### config.mk
export PLATFORM = sky130hd
export DESIGN_NAME = serial_sub_flat
export DESIGN_NICKNAME = d
export VERILOG_FILES = /design/src/rtl/serial_sub_if.sv /design/src/rtl/serial_sub.sv /design/src/flat_wrapper.sv
export SDC_FILE = /design/constraint.sdc
export NUM_CORES = 1
export LEC_CHECK = 0
export BUFFER_PORTS_ARGS = -buffer_cell sky130_fd_sc_hd__buf_2
export CAP_MARGIN = 30
export CORE_ASPECT_RATIO = 1.5
export CORE_MARGIN = 2
export CORE_UTILIZATION = 58
export CTS_CLUSTER_DIAMETER = 80
export DETAILED_ROUTE_END_ITERATION = 8
export PLACE_DENSITY = 0.94
export SYNTH_ARGS = -nofsm -noshare
export SYNTH_HDL_FRONTEND = slang
export SYNTH_SLANG_ARGS = --single-unit
### constraint.sdc
create_clock -name clk -period 2.25 [get_ports clk]
set_input_delay 0.675 -clock clk [delete_from_list [all_inputs] [get_ports clk]]
set_output_delay 0.675 -clock clk [all_outputs]
set_load 0.005 [all_outputs]
### src/rtl/serial_sub_if.sv
// Handshake and operand/result bundle for the bit-serial subtractor.
// SERIAL_SUB_OVF_EN adds the signed-overflow result flag.
interface serial_sub_if #(parameter int WIDTH = 8);
    logic             start;
    logic [WIDTH-1:0] a;
    logic [WIDTH-1:0] b;
    logic             bin;
    logic             ready;
    logic             busy;
    logic             done;
    logic [WIDTH-1:0] diff;
    logic             bout;
`ifdef SERIAL_SUB_OVF_EN
    logic             ovf;
`endif

    modport master (
        output start, a, b, bin,
`ifdef SERIAL_SUB_OVF_EN
        input  ovf,
`endif
        input  ready, busy, done, diff, bout
    );

    modport slave (
        input  start, a, b, bin,
`ifdef SERIAL_SUB_OVF_EN
        output ovf,
`endif
        output ready, busy, done, diff, bout
    );
endinterface

### src/rtl/serial_sub.sv
// Bit-serial full subtractor: a - b - bin over WIDTH cycles, LSB first.
// Optional signed-overflow output when SERIAL_SUB_OVF_EN is defined.
module serial_sub #(
    parameter int WIDTH = 8
) (
    input  logic       clk,
    input  logic       rst,
    serial_sub_if.slave bus
);

    localparam int CW = (WIDTH > 1) ? $clog2(WIDTH) : 1;

    typedef enum logic [1:0] {
        IDLE = 2'd0,
        RUN  = 2'd1,
        DONE = 2'd2
    } state_t;

    // Full-subtractor cell; returns {borrow_out, difference}.
    function automatic logic [1:0] fs_cell(input logic x, input logic y, input logic bi);
        logic d;
        logic bo;
        d  = x ^ y ^ bi;
        bo = (~x & y) | (~(x ^ y) & bi);
        return {bo, d};
    endfunction

    state_t           state_q, state_d;
    logic [WIDTH-1:0] sa_q, sa_d;
    logic [WIDTH-1:0] sb_q, sb_d;
    logic [CW-1:0]    cnt_q, cnt_d;
    logic             br_q, br_d;
    logic [WIDTH-1:0] diff_q, diff_d;
    logic             bout_q, bout_d;
    logic             ready_q, busy_q, done_q;
    logic [1:0]       cell_s;
    logic             d_s;
    logic             bo_s;
    logic [WIDTH-1:0] result_s;

    assign cell_s = fs_cell(sa_q[0], sb_q[0], br_q);
    assign d_s    = cell_s[0];
    assign bo_s   = cell_s[1];

    // The partial-result register holds the upper WIDTH-1 bits already produced.
    generate
        if (WIDTH == 1) begin : g_w1
            assign result_s = d_s;
        end else begin : g_wn
            logic [WIDTH-2:0] sr_q;

            // Partial-result shift register, filled from the top one bit per RUN cycle.
            always_ff @(posedge clk) begin
                if (rst) begin
                    sr_q <= '0;
                end else if (state_q == RUN) begin
                    sr_q <= result_s[WIDTH-1:1];
                end else begin
                    sr_q <= sr_q;
                end
            end

            assign result_s = {d_s, sr_q};
        end
    endgenerate

`ifdef SERIAL_SUB_OVF_EN
    logic ovf_q, ovf_d;
`endif

    // Next-state and datapath update.
    always_comb begin
        state_d = state_q;
        sa_d    = sa_q;
        sb_d    = sb_q;
        br_d    = br_q;
        cnt_d   = cnt_q;
        diff_d  = diff_q;
        bout_d  = bout_q;
`ifdef SERIAL_SUB_OVF_EN
        ovf_d   = ovf_q;
`endif
        case (state_q)
            IDLE: begin
                if (bus.start) begin
                    state_d = RUN;
                    sa_d    = bus.a;
                    sb_d    = bus.b;
                    br_d    = bus.bin;
                    cnt_d   = '0;
                end else begin
                    state_d = IDLE;
                end
            end
            RUN: begin
                sa_d  = sa_q >> 1'b1;
                sb_d  = sb_q >> 1'b1;
                br_d  = bo_s;
                cnt_d = cnt_q + CW'(1);
                if (cnt_q == CW'(WIDTH - 1)) begin
                    state_d = DONE;
                    diff_d  = result_s;
                    bout_d  = bo_s;
`ifdef SERIAL_SUB_OVF_EN
                    // On the last bit sa_q[0]/sb_q[0] are the operand sign bits.
                    ovf_d   = (sa_q[0] ^ sb_q[0]) & (d_s ^ sa_q[0]);
`endif
                end else begin
                    state_d = RUN;
                end
            end
            DONE: begin
                state_d = IDLE;
            end
            default: begin
                state_d = IDLE;
            end
        endcase
    end

    // State, datapath and registered status outputs.
    always_ff @(posedge clk) begin
        if (rst) begin
            state_q <= IDLE;
            sa_q    <= '0;
            sb_q    <= '0;
            br_q    <= 1'b0;
            cnt_q   <= '0;
            diff_q  <= '0;
            bout_q  <= 1'b0;
            ready_q <= 1'b1;
            busy_q  <= 1'b0;
            done_q  <= 1'b0;
        end else begin
            state_q <= state_d;
            sa_q    <= sa_d;
            sb_q    <= sb_d;
            br_q    <= br_d;
            cnt_q   <= cnt_d;
            diff_q  <= diff_d;
            bout_q  <= bout_d;
            ready_q <= (state_d == IDLE);
            busy_q  <= (state_d == RUN);
            done_q  <= (state_d == DONE);
        end
    end

`ifdef SERIAL_SUB_OVF_EN
    // Overflow flag, updated together with diff.
    always_ff @(posedge clk) begin
        if (rst) begin
            ovf_q <= 1'b0;
        end else begin
            ovf_q <= ovf_d;
        end
    end

    assign bus.ovf = ovf_q;
`endif

    assign bus.ready = ready_q;
    assign bus.busy  = busy_q;
    assign bus.done  = done_q;
    assign bus.diff  = diff_q;
    assign bus.bout  = bout_q;

endmodule

### src/flat_wrapper.sv
// flat-port wrapper written by rule: the top's interface ports become plain ports
module serial_sub_flat 
#(
    parameter int WIDTH = 8
)
  (clk, rst, bus_start, bus_a, bus_b, bus_bin, bus_ready, bus_busy, bus_done, bus_diff, bus_bout);
  serial_sub_if #(.WIDTH(WIDTH)) bus_i ();
  input  logic clk;
  input  logic rst;
  input wire logic [$bits(bus_i.start)-1:0] bus_start;
  input wire logic [$bits(bus_i.a)-1:0] bus_a;
  input wire logic [$bits(bus_i.b)-1:0] bus_b;
  input wire logic [$bits(bus_i.bin)-1:0] bus_bin;
  output wire logic [$bits(bus_i.ready)-1:0] bus_ready;
  output wire logic [$bits(bus_i.busy)-1:0] bus_busy;
  output wire logic [$bits(bus_i.done)-1:0] bus_done;
  output wire logic [$bits(bus_i.diff)-1:0] bus_diff;
  output wire logic [$bits(bus_i.bout)-1:0] bus_bout;
  assign bus_i.start = bus_start;
  assign bus_i.a = bus_a;
  assign bus_i.b = bus_b;
  assign bus_i.bin = bus_bin;
  assign bus_ready = bus_i.ready;
  assign bus_busy = bus_i.busy;
  assign bus_done = bus_i.done;
  assign bus_diff = bus_i.diff;
  assign bus_bout = bus_i.bout;
  serial_sub #(.WIDTH(WIDTH)) u_core (.clk(clk), .rst(rst), .bus(bus_i));
endmodule
==> load_flow_metrics.sql, run 1 <==
INSERT INTO impl_metrics (metric_group, metric, value, unit) VALUES
('status', 'outcome', 'complete, no violations', ''),
('power', 'p_per_area', '824', 'nW/um2'),
('clock_tree', 'hold_buffers', '0', ''),
('worst_setup_path', 'timing.critical_path.arrival', '1840', 'ps'),
('hold_path', 'timing.hold.worst.class', 'reg2reg', ''),
('clock_tree', 'htree_num_levels', '2', ''),
('layout', 'final_net_count', '228', ''),
('worst_setup_path', 'timing.critical_path.to_type', 'register', ''),
('floorplanning', 'floorplan.initialDensity', '0.598', ''),
('grt', 'grt_max_degree', '30', ''),
('grt', 'grt_first_pass_wirelength', '5.31', 'mm'),
('route', 'drc_errors', '0', ''),
('floorplanning', 'die_height', '70.8', 'um'),
('route', 'detail_route.vias_per_cell', '5.32', ''),
('sta', 'finalHoldViolCount', '0', ''),
('layout', 'n_antenna_cell', '0', ''),
('grt', 'grtUsageTotal', '0.201', ''),
('clock_tree', 'cts-root-to-sink-buffers', '2', ''),
('clock_tree', 'clock_transition_at_the_registers_of_the_reported_paths', '80', 'ps'),
('job', 'max_cap_violations', '0', ''),
('placement', 'io_buffers', '31', ''),
('floorplanning', 'core_area', '2880', 'um2'),
('clock_tree', 'cts.repair.resized', '0', ''),
('yosys', 'synthesis.area_per_instance', '9.80', 'um2'),
('sta', 'fin_setup_tns', '0', 'ps'),
('floorplanning', 'design.die.area', '3430', 'um2'),
('yosys', 'synthesis.instances', '176', ''),
('route', 'detailedRoute.firstPassIterationCount', '4', ''),
('floorplanning', 'design.portCount', '32', ''),
('clock_tree', 'cts_tree', 'done', ''),
('clock_tree', 'cts.sink_count', '41', ''),
('route', 'first_iter_violations', '36', ''),
('route', 'route.vias.total', '1303', ''),
('yosys', 'count_of_cell_types_in_the_netlist', '27', ''),
('sta', 'max_slew_margin', '0.523', ''),
('clock_tree', 'cts_made_buffers', '5', ''),
('sta', 'timing.clock.skew', '3.26', 'ps'),
('power', 'leakage', '0.816', 'nW'),
('layout', 'syn_to_final_growth', '15.3', '%'),
('clock_tree', 'clockRootBuffer', 'clkbuf_8', ''),
('grt', 'number_of_global_route_vias_before_repair', '1263', ''),
('yosys', 'ys_seq_elements', '41', ''),
('clock_tree', 'clkLatencyLatePin', '300', 'ps'),
('sta', 'slew_viol_final', '0', ''),
('sta', 'finalSetupViolations', '0', ''),
('grt', 'antenna_found_initial', '0', ''),
('yosys', 'synth_sequential_area_ratio', '0.476', ''),
('route', 'antenna_left', '0', ''),
('floorplanning', 'num_rows', '24', ''),
('floorplanning', 'fp.dieW', '48.5', 'um'),
('yosys', 'syn-num-nets', '199', ''),
('layout', 'layout-drive-gt1-share', '0.282', ''),
('power', 'ir_drop', '645', 'uV'),
('worst_setup_path', 'startpoint_type', 'register', ''),
('route', 'wire_per_inst', '12.6', 'um'),
('sta', 'tightestPinTransition', '713', 'ps'),
('worst_setup_path', 'critical_path_class', 'reg2reg', ''),
('route', 'post_detailed_routing_wire_length', '3.10', 'mm'),
('sta', 'finalCriticalPeriod', '1620', 'ps'),
('sta', 'timing.hold.ws', '451', 'ps'),
('worst_setup_path', 'cp_data_required_time', '2470', 'ps'),
('grt', 'global_route.overflow_total', '0', ''),
('yosys', 'syn_area', '1720', 'um2'),
('placement', 'gp_congestion', '0.769', ''),
('sta', 'fmaxAchievable', '616', 'MHz'),
('yosys', 'ys_warn_count', '0', ''),
('worst_setup_path', 'critical_path_peak_fanout', '11', ''),
('placement', 'dpl.hpwl', '2.11', 'mm'),
('sta', 'rsz0062_at_grt', 'false', ''),
('clock_tree', 'cts_setup_buffers', '0', ''),
('sta', 'post-route-period-util', '0.721', '');
## placed cells by master (no fill, tap or decap), drive strengths merged
cell type / instances
nor2: 23
nand2: 30
nor3b: 1
dfxtp: 41
inv: 3
bufinv: 2
a221oi: 1
nand3b: 1
o21ba: 1
a21oi: 15
nor4b: 1
o21bai: 1
nor3: 2
fa: 1
clkbuf: 5
and3b: 1
a211oi: 15
nand2b: 2
o21ai: 1
ha: 2
buf: 35
mux2i: 16
a22oi: 4
clkinv: 1
nor2b: 1
## critical path, stage by stage, from the launching register on
cell	delay, ps
dfxtp_1	600
nor2b_1	650
nand2_1	120
a21oi_1	170
## final cells by class
class                      instances  area [um2]
sequential                        41         821
timing repair buffer              35         185
clock inverter                     3        65.1
tap                               39        48.8
inverter                           3        11.3
fill                             250         895
clock buffer                       5        68.8
multi-input combinational        119         788
## where the power goes
group	leakage, nW	switching [mW]	total (mW)	internal, mW
registers	0.336	0.0222	0.782	0.760
logic	0.412	0.0866	0.159	0.0725
clock network	0.0681	0.257	0.697	0.441
## cell families after synthesis
kind of cell,after synthesis,share of synthesized area
adder cells (fa/ha/maj),3,0.0261
AO/OA/AOI/OAI,38,0.185
flip-flops,41,0.476
AND/OR/NAND/NOR,62,0.153
buffers and inverters,16,0.0668
multiplexers,16,0.0929
## layer usage
metal | vias to the layer above | GRT usage | routed length, um
met4 | 0 | 0.111 | 46
li1 | 656 | - | -
met2 | 33 | 0.366 | 1670
met3 | 4 | 0.0591 | 156
met5 | - | 0 | 0
met1 | 610 | 0.205 | 1220
## path summary, 6_finish.rpt
kind	startpoint	to	slack (ps)	cells past startpoint
max	u_core.state_q[0]$_SDFF_PP0_	u_core.g_wn.sr_q[3]$_SDFFE_PP0P_	630	3
min	u_core.bus.diff[2]$_SDFFE_PP0P_	u_core.bus.diff[2]$_SDFFE_PP0P_	450	2
max reg2reg	u_core.state_q[0]$_SDFF_PP0_	u_core.g_wn.sr_q[3]$_SDFFE_PP0P_	630	3
min reg2reg	u_core.bus.diff[2]$_SDFFE_PP0P_	u_core.bus.diff[2]$_SDFFE_PP0P_	450	2
## cell usage after synthesis
cell type	number	area (um2)
inv_1	3	11.3
a211oi_2	14	175
clkbuf_1	1	3.75
a22oi_1	4	30.0
nand3b_2	1	11.3
nand2_1	30	113
mux2i_1	16	160
a211oi_1	1	7.51
buf_4	2	15.0
nor3_1	2	10.0
buf_1	2	7.51
buf_2	2	10.0
buf_6	6	67.6
nor4b_1	1	8.76
and3b_1	1	8.76
nand2b_1	2	12.5
o21ai_0	1	5.00
dfxtp_1	41	821
nor2_1	23	86.3
o21bai_1	1	7.51
ha_1	2	25.0
nor3b_1	1	7.51
nor2b_1	1	6.26
fa_1	1	20.0
a21oi_1	15	75.1
a221oi_1	1	8.76
o21ba_1	1	10.0
## registers in the layout, indices dropped and copies added, names as in the netlist
| name | cells |
|---|---|
| u_core.bus.busy | 1 |
| u_core.bus.done | 1 |
| u_core.bus.ready | 1 |
| u_core.sa_q | 8 |
| u_core.sb_q | 8 |
| u_core.bus.bout | 1 |
| u_core.bus.diff | 8 |
| u_core.g_wn.sr_q | 7 |
| u_core.cnt_q | 3 |
| u_core.state_q | 2 |
| u_core.br_q | 1 |
## per-stage QoR
stage,cell area [um2],utilization,cells,power [mW],setup WS [ps]
6_report,1990,0.690,245,1.64,628
5_1_grt,1990,0.690,245,1.70,498
4_1_cts,1990,0.690,245,1.65,613
3_5_place_dp,1850,0.643,237,0.958,595
3_3_place_gp,1850,0.643,237,0.951,611
2_1_floorplan,1720,-,176,0.924,852
Note: power is estimated with default switching activity, not from simulation.
==> inputs of run 2 (changes only) <==
--- a/config.mk
+++ b/config.mk
@@ -5,14 +5,15 @@
 export SDC_FILE = /design/constraint.sdc
 export NUM_CORES = 1
 export LEC_CHECK = 0
+export ABC_AREA = 1
 export BUFFER_PORTS_ARGS = -buffer_cell sky130_fd_sc_hd__buf_2
 export CAP_MARGIN = 30
 export CORE_ASPECT_RATIO = 1.5
 export CORE_MARGIN = 2
-export CORE_UTILIZATION = 58
+export CORE_UTILIZATION = 53
 export CTS_CLUSTER_DIAMETER = 80
 export DETAILED_ROUTE_END_ITERATION = 8
-export PLACE_DENSITY = 0.94
+export PLACE_DENSITY = 0.88
 export SYNTH_ARGS = -nofsm -noshare
 export SYNTH_HDL_FRONTEND = slang
 export SYNTH_SLANG_ARGS = --single-unit
==> constraint.sdc (replaced) <==
create_clock -name clk -period 1.7 [get_ports clk]
set_input_delay 0.51 -clock clk [delete_from_list [all_inputs] [get_ports clk]]
set_output_delay 0.51 -clock clk [all_outputs]
set_load 0.005 [all_outputs]
==> run 2 against run 1 <==
Effect of this change:
- critical path depth is 2 higher
- sequential cell count stayed put
- cell area is 1.1% lower
- largest power group unchanged
- clock skew is 2.9 ps higher
- die area is 5.2% higher
- final cell count is 22% higher
- global-route usage is 0.70 points higher
- utilization is 2.1 points lower
- combinational power is 37% higher
- sequential share of layout area is 0.45 points higher
- via count is 13% higher
- register-to-register slack worse by 350 ps
- largest cell class unchanged
==> load_flow_metrics.sql, run 2 <==
INSERT INTO impl_metrics (metric_group, metric, value, unit) VALUES
('worst_setup_path', 'timing.critical_path.arrival', '1610', 'ps'),
('grt', 'grt_max_degree', '26', ''),
('yosys', 'synth_top_family_by_area', 'simple AND/OR/NAND/NOR gates', ''),
('worst_setup_path', 'timing.critical_path.to_type', 'register', ''),
('clock_tree', 'cts-root-to-sink-buffers', '2', ''),
('clock_tree', 'cts.sink_count', '41', ''),
('yosys', 'ys_warn_count', '0', ''),
('yosys', 'post_synth_main_area_contributors', 'dfxtp_1 (49%), nor2_1 (13%), nand2_1 (12%), o21ai_0 (8.7%), inv_1 (2.3%)', ''),
('clock_tree', 'cts_made_buffers', '5', ''),
('sta', 'finalCriticalPeriod', '1420', 'ps'),
('route', 'first_iter_violations', '21', ''),
('grt', 'grt_use_met2', '0.376', ''),
('worst_setup_path', 'critical_path_peak_fanout', '25', ''),
('power', 'leakage', '0.968', 'nW'),
('floorplanning', 'fp.dieW', '49.8', 'um'),
('yosys', 'synth_top_cell_by_area', 'dfxtp_1', ''),
('yosys', 'synthArstFlopShare', '0', ''),
('route', 'detail_route.vias_per_cell', '4.89', ''),
('grt', 'global_route.usage.met3', '0.0492', ''),
('hold_path', 'timing.hold.worst.class', 'in2reg', ''),
('sta', 'rsz0062_at_grt', 'false', ''),
('power', 'cell_internal_pwr', '1.58', 'mW'),
('yosys', 'post_synth_mux_area_share', '0', ''),
('status', 'outcome', 'complete, no violations', ''),
('power', 'swShare', '0.233', ''),
('power', 'p_per_area', '1050', 'nW/um2'),
('sta', 'slew_viol_final', '0', ''),
('power', 'ir_drop', '834', 'uV'),
('clock_tree', 'cts_tree', 'done', ''),
('yosys', 'commonest_cells_in_the_netlist', 'nor2_1 (56), nand2_1 (55), dfxtp_1 (41)', ''),
('power', 'part_of_the_power_in_the_clock_network', '0.388', ''),
('yosys', 'synth_sequential_area_ratio', '0.493', ''),
('sta', 'max_slew_margin', '0.800', ''),
('yosys', 'yosys.area_share.adder', '0.0271', ''),
('yosys', 'netlist.area_leader.share', '0.493', ''),
('layout', 'fin_area', '1970', 'um2'),
('power', 'combPwrFrac', '0.106', ''),
('yosys', 'syn-num-nets', '248', ''),
('layout', 'finish.cell_count_without_fillers', '300', ''),
('sta', 'finalHoldViolCount', '0', ''),
('sta', 'layout_setup_ws', '277', 'ps'),
('yosys', 'synthesis.instances', '225', ''),
('worst_setup_path', 'startpoint_type', 'register', ''),
('worst_setup_path', 'critical_path_class', 'reg2reg', ''),
('placement', 'numPlacedInstances', '292', ''),
('clock_tree', 'htree_num_levels', '2', ''),
('placement', 'dpl.hpwl', '2.24', 'mm'),
('clock_tree', 'clock_transition_at_the_registers_of_the_reported_paths', '70', 'ps'),
('route', 'antenna_left', '0', ''),
('grt', 'met1_resource_use_gr', '0.210', ''),
('worst_setup_path', 'crit_chain', 'inv_1 > nand2_4 > nand2_2 > o21ai_0 > nor2_1', ''),
('floorplanning', 'floorplan.initialDensity', '0.565', ''),
('placement', 'gp_congestion', '0.797', ''),
('yosys', 'yosys.cell_count.top_type', 'nor2_1', ''),
('placement', 'io_buffers', '31', ''),
('job', 'max_cap_violations', '0', ''),
('floorplanning', 'design.die.area', '3610', 'um2'),
('yosys', 'ys_seq_elements', '41', ''),
('floorplanning', 'core_area', '2940', 'um2'),
('grt', 'number_of_global_route_vias_before_repair', '1403', ''),
('layout', 'syn_to_final_growth', '18.2', '%'),
('layout', 'mostFrequentLayoutCell', 'nor2_1', ''),
('power', 'pwr-share-seq', '0.507', ''),
('sta', 'fmaxAchievable', '703', 'MHz'),
('route', 'wire_per_inst', '11.1', 'um'),
('layout', 'layout.cells.most_common_list', 'nor2_1 (56), nand2_1 (55), dfxtp_1 (41), buf_2 (31), o21ai_0 (29)', ''),
('yosys', 'dominantRegCellSynth', 'dfxtp_1', ''),
('grt', 'antenna_found_initial', '0', ''),
('power', 'switching_power', '481', 'uW'),
('sta', 'timing.clock.skew', '6.19', 'ps'),
('sta', 'finalSetupViolations', '0', ''),
('sta', 'post-route-period-util', '0.837', ''),
('clock_tree', 'cts_setup_buffers', '0', ''),
('grt', 'grtUsageTotal', '0.208', ''),
('yosys', 'synth_edf_count', '0', ''),
('yosys', 'compound_gate_portion_of_the_synthesized_area', '0.117', ''),
('layout', 'final_net_count', '283', ''),
('yosys', 'synthesis.area_per_instance', '7.40', 'um2'),
('worst_setup_path', 'slowest_delay', '390', 'ps'),
('route', 'detailedRoute.firstPassIterationCount', '4', ''),
('route', 'post_detailed_routing_wire_length', '3.33', 'mm'),
('worst_setup_path', 'worst-path-buf-inv', '1', ''),
('layout', 'layout-drive-gt1-share', '0.203', ''),
('worst_setup_path', 'critPathSlowestCell', 'dfxtp_1', ''),
('yosys', 'post_synth_xor_area_fraction', '0', ''),
('route', 'route.vias.total', '1466', ''),
('placement', 'preCtsSetupSlack', '307', 'ps'),
('floorplanning', 'design.portCount', '32', ''),
('sta', 'tightestPinTransition', '300', 'ps'),
('yosys', 'syn_area', '1660', 'um2'),
('yosys', 'synthSimpleGateAreaFrac', '0.301', ''),
('sta', 'fin_setup_tns', '0', 'ps'),
('placement', 'dpl_cell_area', '1850', 'um2'),
('layout', 'n_antenna_cell', '0', ''),
('worst_setup_path', 'cp_top_family', 'simple AND/OR/NAND/NOR gates', ''),
('worst_setup_path', 'cp_data_required_time', '1880', 'ps'),
('clock_tree', 'clkLatencyLatePin', '290', 'ps'),
('yosys', 'count_of_cell_types_in_the_netlist', '19', ''),
('clock_tree', 'cts.repair.resized', '0', ''),
('grt', 'grt_first_pass_wirelength', '5.69', 'mm'),
('floorplanning', 'num_rows', '24', ''),
('clock_tree', 'hold_buffers', '0', ''),
('route', 'drc_errors', '0', ''),
('grt', 'global_route.overflow_total', '0', ''),
('floorplanning', 'die_height', '72.6', 'um'),
('grt', 'grt-busiest-layer', 'met2', ''),
('clock_tree', 'clockRootBuffer', 'clkbuf_8', '');
==> run 2: cell types whose count changed after synthesis, sizes merged, moves of 2 or more <==
cell,delta
mux2i,-16
a22oi,-4
nand3,+5
a21oi,-8
nor2,+35
o21ai,+30
clkbuf,+2
inv,+8
nand2b,-2
a211oi,-15
nor3,-2
nand2,+30
buf,-6
==> run 2: area by class of cell <==
cell class	count	area, um2
Tap cell	39	48.8
Timing Repair Buffer	37	200
Fill cell	292	976
Multi-Input combinational cell	164	739
Clock inverter	1	30.0
Sequential cell	41	821
Clock buffer	7	86.3
Inverter	11	41.3
==> run 2: per-layer routing <==
layer	wire (um)	part of all wire	vias up
met3	154	0.046	9
met5	0	0	-
li1	-	-	771
met1	1360	0.41	655
met2	1730	0.52	31
met4	87	0.026	0
==> run 2: worst reg2reg max path, stage by stage (launching register included) <==
cell	delay, ps
dfxtp_1	390
inv_1	130
nand2_4	240
nand2_2	250
o21ai_0	240
nor2_1	70
==> run 2: through the flow <==
stage / hold WS (ps) / total power [mW] / utilization
detailed placement: 459 / 1.28 / 0.629
floorplan: 428 / 1.22 / -
global route: 449 / 2.15 / 0.668
finish: 454 / 2.06 / 0.668
CTS: 445 / 2.08 / 0.668
global placement: 447 / 1.27 / 0.629
==> run 2: logic make-up (layout without fill, tap and decap cells) <==
logic type | after synthesis | after routing
AND/OR/NAND/NOR | 123 | 123
flip-flops | 41 | 41
adder cells (fa/ha/maj) | 3 | 3
buffers and inverters | 20 | 56
AO/OA/AOI/OAI | 38 | 38
==> run 2: worst paths after layout <==
check | startpoint | to | slack (ps) | depth (start not counted)
hold reg to reg | u_core.cnt_q[0]$_SDFFE_PP0P_ | u_core.cnt_q[0]$_SDFFE_PP0P_ | 460 | 1
setup reg to reg | u_core.state_q[1]$_SDFF_PP0_ | u_core.sa_q[1]$_SDFFE_PP0P_ | 280 | 5
hold / removal | bus_b[7] | u_core.sb_q[7]$_SDFFE_PP0P_ | 450 | 3
setup / recovery | u_core.state_q[1]$_SDFF_PP0_ | u_core.sa_q[1]$_SDFFE_PP0P_ | 280 | 5
==> run 2: power by group through the flow <==
stage                     combinational (mW)  clock [mW]  sequential, mW
after floorplan                        0.159           0            1.06
after global placement                 0.209           0            1.07
after global routing                   0.251       0.850            1.05
after detailed placement               0.217           0            1.07
final                                  0.218       0.799            1.04
after CTS                              0.220       0.812            1.04
==> inputs of run 3 (changes only) <==
==> constraint.sdc (replaced) <==
create_clock -name clk -period 1.38 [get_ports clk]
set_input_delay 0.414 -clock clk [delete_from_list [all_inputs] [get_ports clk]]
set_output_delay 0.414 -clock clk [all_outputs]
set_load 0.005 [all_outputs]
==> run 3 against run 2 <==
Effect of this change:
- die area unchanged
- critical endpoint is now u_core.sa_q[4]$_SDFFE_PP0P_
- clock skew fell by 1.1 ps
- sequential power rose by 24%
- non-clock buffer count rose by 2
- fmax up 13%
- wire length shrank 1.6%
- count of clock-buffer cells in the layout did not move
- global-route usage fell by 0.94 points
==> load_flow_metrics.sql, run 3 (synthesis gave the netlist of run 2 again) <==
INSERT INTO impl_metrics (metric_group, metric, value, unit) VALUES
('worst_setup_path', 'timing.reg2reg.worst_path_depth', '7', ''),
('worst_setup_path', 'timing.critical_path.arrival', '1490', 'ps'),
('sta', 'slew_viol_final', '0', ''),
('sta', 'tightestPinTransition', '290', 'ps'),
('placement', 'io_buffers', '31', ''),
('hold_path', 'hold_path_end', 'u_core.sb_q[7]$_SDFFE_PP0P_', ''),
('worst_setup_path', 'cp_data_required_time', '1600', 'ps'),
('floorplanning', 'core_area', '2940', 'um2'),
('floorplanning', 'design.die.area', '3610', 'um2'),
('floorplanning', 'design.portCount', '32', ''),
('sta', 'rsz0062_at_grt', 'false', ''),
('sta', 'timing.clock.skew', '5.05', 'ps'),
('worst_setup_path', 'reg2reg_from', 'u_core.state_q[0]$_SDFF_PP0_', ''),
('route', 'first_iter_violations', '51', ''),
('sta', 'post-route-period-util', '0.916', ''),
('route', 'drc_errors', '0', ''),
('clock_tree', 'cts_setup_buffers', '0', ''),
('layout', 'syn_to_final_growth', '20.3', '%'),
('worst_setup_path', 'setup.reg_to_reg.worst_slack', '120', 'ps'),
('clock_tree', 'clockRootBuffer', 'clkbuf_8', ''),
('layout', 'n_antenna_cell', '0', ''),
('layout', 'fillers', '271', ''),
('floorplanning', 'floorplan.initialDensity', '0.565', ''),
('route', 'route.vias.total', '1484', ''),
('worst_setup_path', 'critical_path_peak_fanout', '15', ''),
('power', 'p_per_area', '1280', 'nW/um2'),
('power', 'leakage', '0.986', 'nW'),
('floorplanning', 'fp.dieW', '49.8', 'um'),
('layout', 'finish.utilization', '0.680', ''),
('grt', 'grtUsageTotal', '0.199', ''),
('clock_tree', 'clock_transition_at_the_registers_of_the_reported_paths', '80', 'ps'),
('grt', 'antenna_found_initial', '0', ''),
('worst_setup_path', 'startpoint_type', 'register', ''),
('layout', 'fin_area', '2000', 'um2'),
('grt', 'grt_first_pass_wirelength', '5.47', 'mm'),
('worst_setup_path', 'critical_path_class', 'reg2reg', ''),
('route', 'wire_per_inst', '10.8', 'um'),
('grt', 'number_of_global_route_vias_before_repair', '1358', ''),
('route', 'post_detailed_routing_wire_length', '3.28', 'mm'),
('sta', 'finalCriticalPeriod', '1260', 'ps'),
('hold_path', 'worst_hold_startpoint', 'bus_b[7]', ''),
('placement', 'dpl_cell_area', '1880', 'um2'),
('clock_tree', 'cts_made_buffers', '5', ''),
('clock_tree', 'clkLatencyLatePin', '290', 'ps'),
('grt', 'grt_max_degree', '19', ''),
('sta', 'fin_setup_tns', '0', 'ps'),
('grt', 'global_route.overflow_total', '0', ''),
('clock_tree', 'cts_tree', 'done', ''),
('floorplanning', 'num_rows', '24', ''),
('hold_path', 'timing.hold.worst.class', 'in2reg', ''),
('sta', 'timing.hold.ws', '359', 'ps'),
('clock_tree', 'htree_num_levels', '2', ''),
('layout', 'mostFrequentLayoutCell', 'nor2_1', ''),
('floorplanning', 'die_height', '72.6', 'um'),
('sta', 'finalHoldViolCount', '0', ''),
('placement', 'gp_congestion', '0.745', ''),
('placement', 'dpl.hpwl', '2.31', 'mm'),
('clock_tree', 'cts-root-to-sink-buffers', '2', ''),
('job', 'max_cap_violations', '0', ''),
('sta', 'fmaxAchievable', '791', 'MHz'),
('sta', 'finalSetupViolations', '0', ''),
('route', 'antenna_left', '0', ''),
('hold_path', 'timing.hold.worst_path_depth', '3', ''),
('layout', 'layout-drive-gt1-share', '0.213', ''),
('clock_tree', 'cts.sink_count', '41', ''),
('worst_setup_path', 'regToRegEndpoint', 'u_core.sa_q[4]$_SDFFE_PP0P_', ''),
('route', 'detailedRoute.firstPassIterationCount', '4', ''),
('status', 'outcome', 'complete, no violations', ''),
('layout', 'layout.cells.most_common_list', 'nor2_1 (56), nand2_1 (54), dfxtp_1 (41), buf_2 (31), o21ai_0 (28)', ''),
('sta', 'max_slew_margin', '0.806', ''),
('power', 'ir_drop', '929', 'uV'),
('route', 'detail_route.vias_per_cell', '4.91', ''),
('worst_setup_path', 'timing.critical_path.to_type', 'register', ''),
('layout', 'final_net_count', '285', '');
## run 3: changes by cell type in the layout (fill, tap and decap cells not counted), sizes merged
cell | before | now
buf | 37 | 39
## run 3: stage by stage
step,worst slack [ps],power (mW),std cells
after global placement,150,1.58,294
after floorplan,194,1.50,225
after detailed placement,95.8,1.59,294
after global routing,5.34,2.65,302
final,117,2.56,302
after CTS,78.3,2.57,302
## run 3: layout make-up
class                           count  area (um2)  share of cell area
Inverter                           11        41.3              0.0206
Timing Repair Buffer               39         228               0.114
Clock buffer                        7        86.3              0.0431
Clock inverter                      1        30.0              0.0150
Multi-Input combinational cell    164         747               0.373
Tap cell                           39        48.8              0.0244
Sequential cell                    41         821               0.410
## run 3: what timing repair did
item                                    CTS  global route
resized for setup                         0             3
endpoints found under the setup margin    0            10
hold buffers                              0             0
## run 3: power by group
part / internal (mW) / switching (mW) / leakage [nW]
logic: 0.120 / 0.164 / 0.591
clock network: 0.589 / 0.395 / 0.0585
registers: 1.25 / 0.0378 / 0.337
total: 1.96 / 0.597 / 0.986
## run 3: routing by layer
layer | GRT usage | up-vias | wire length (um)
met4 | 0.120 | 0 | 101
met1 | 0.205 | 666 | 1370
met5 | 0 | - | 0
met3 | 0.0430 | 10 | 122
li1 | - | 773 | -
met2 | 0.361 | 35 | 1680
## run 3: worst max path at each step
stage | start | to | slack, ps | depth (start not counted)
after floorplan | u_core.cnt_q[0]$_SDFFE_PP0P_ | u_core.bus.diff[7]$_SDFFE_PP0P_ | 190 | 8
after global placement | u_core.cnt_q[0]$_SDFFE_PP0P_ | u_core.bus.diff[7]$_SDFFE_PP0P_ | 150 | 8
after detailed placement | u_core.cnt_q[0]$_SDFFE_PP0P_ | u_core.bus.diff[7]$_SDFFE_PP0P_ | 100 | 8
after CTS | u_core.cnt_q[0]$_SDFFE_PP0P_ | u_core.bus.diff[7]$_SDFFE_PP0P_ | 80 | 8
after global routing | u_core.cnt_q[0]$_SDFFE_PP0P_ | u_core.bus.diff[7]$_SDFFE_PP0P_ | 5 | 8
final | u_core.state_q[0]$_SDFF_PP0_ | u_core.sa_q[4]$_SDFFE_PP0P_ | 120 | 7
## run 3: critical path: stages, from the launching register on
cell     delay, ps
dfxtp_1        470
inv_2           70
nor2_4         160
buf_4          230
nand2_1         70
nand2_1         60
nor2_1          40
nor2_1         100
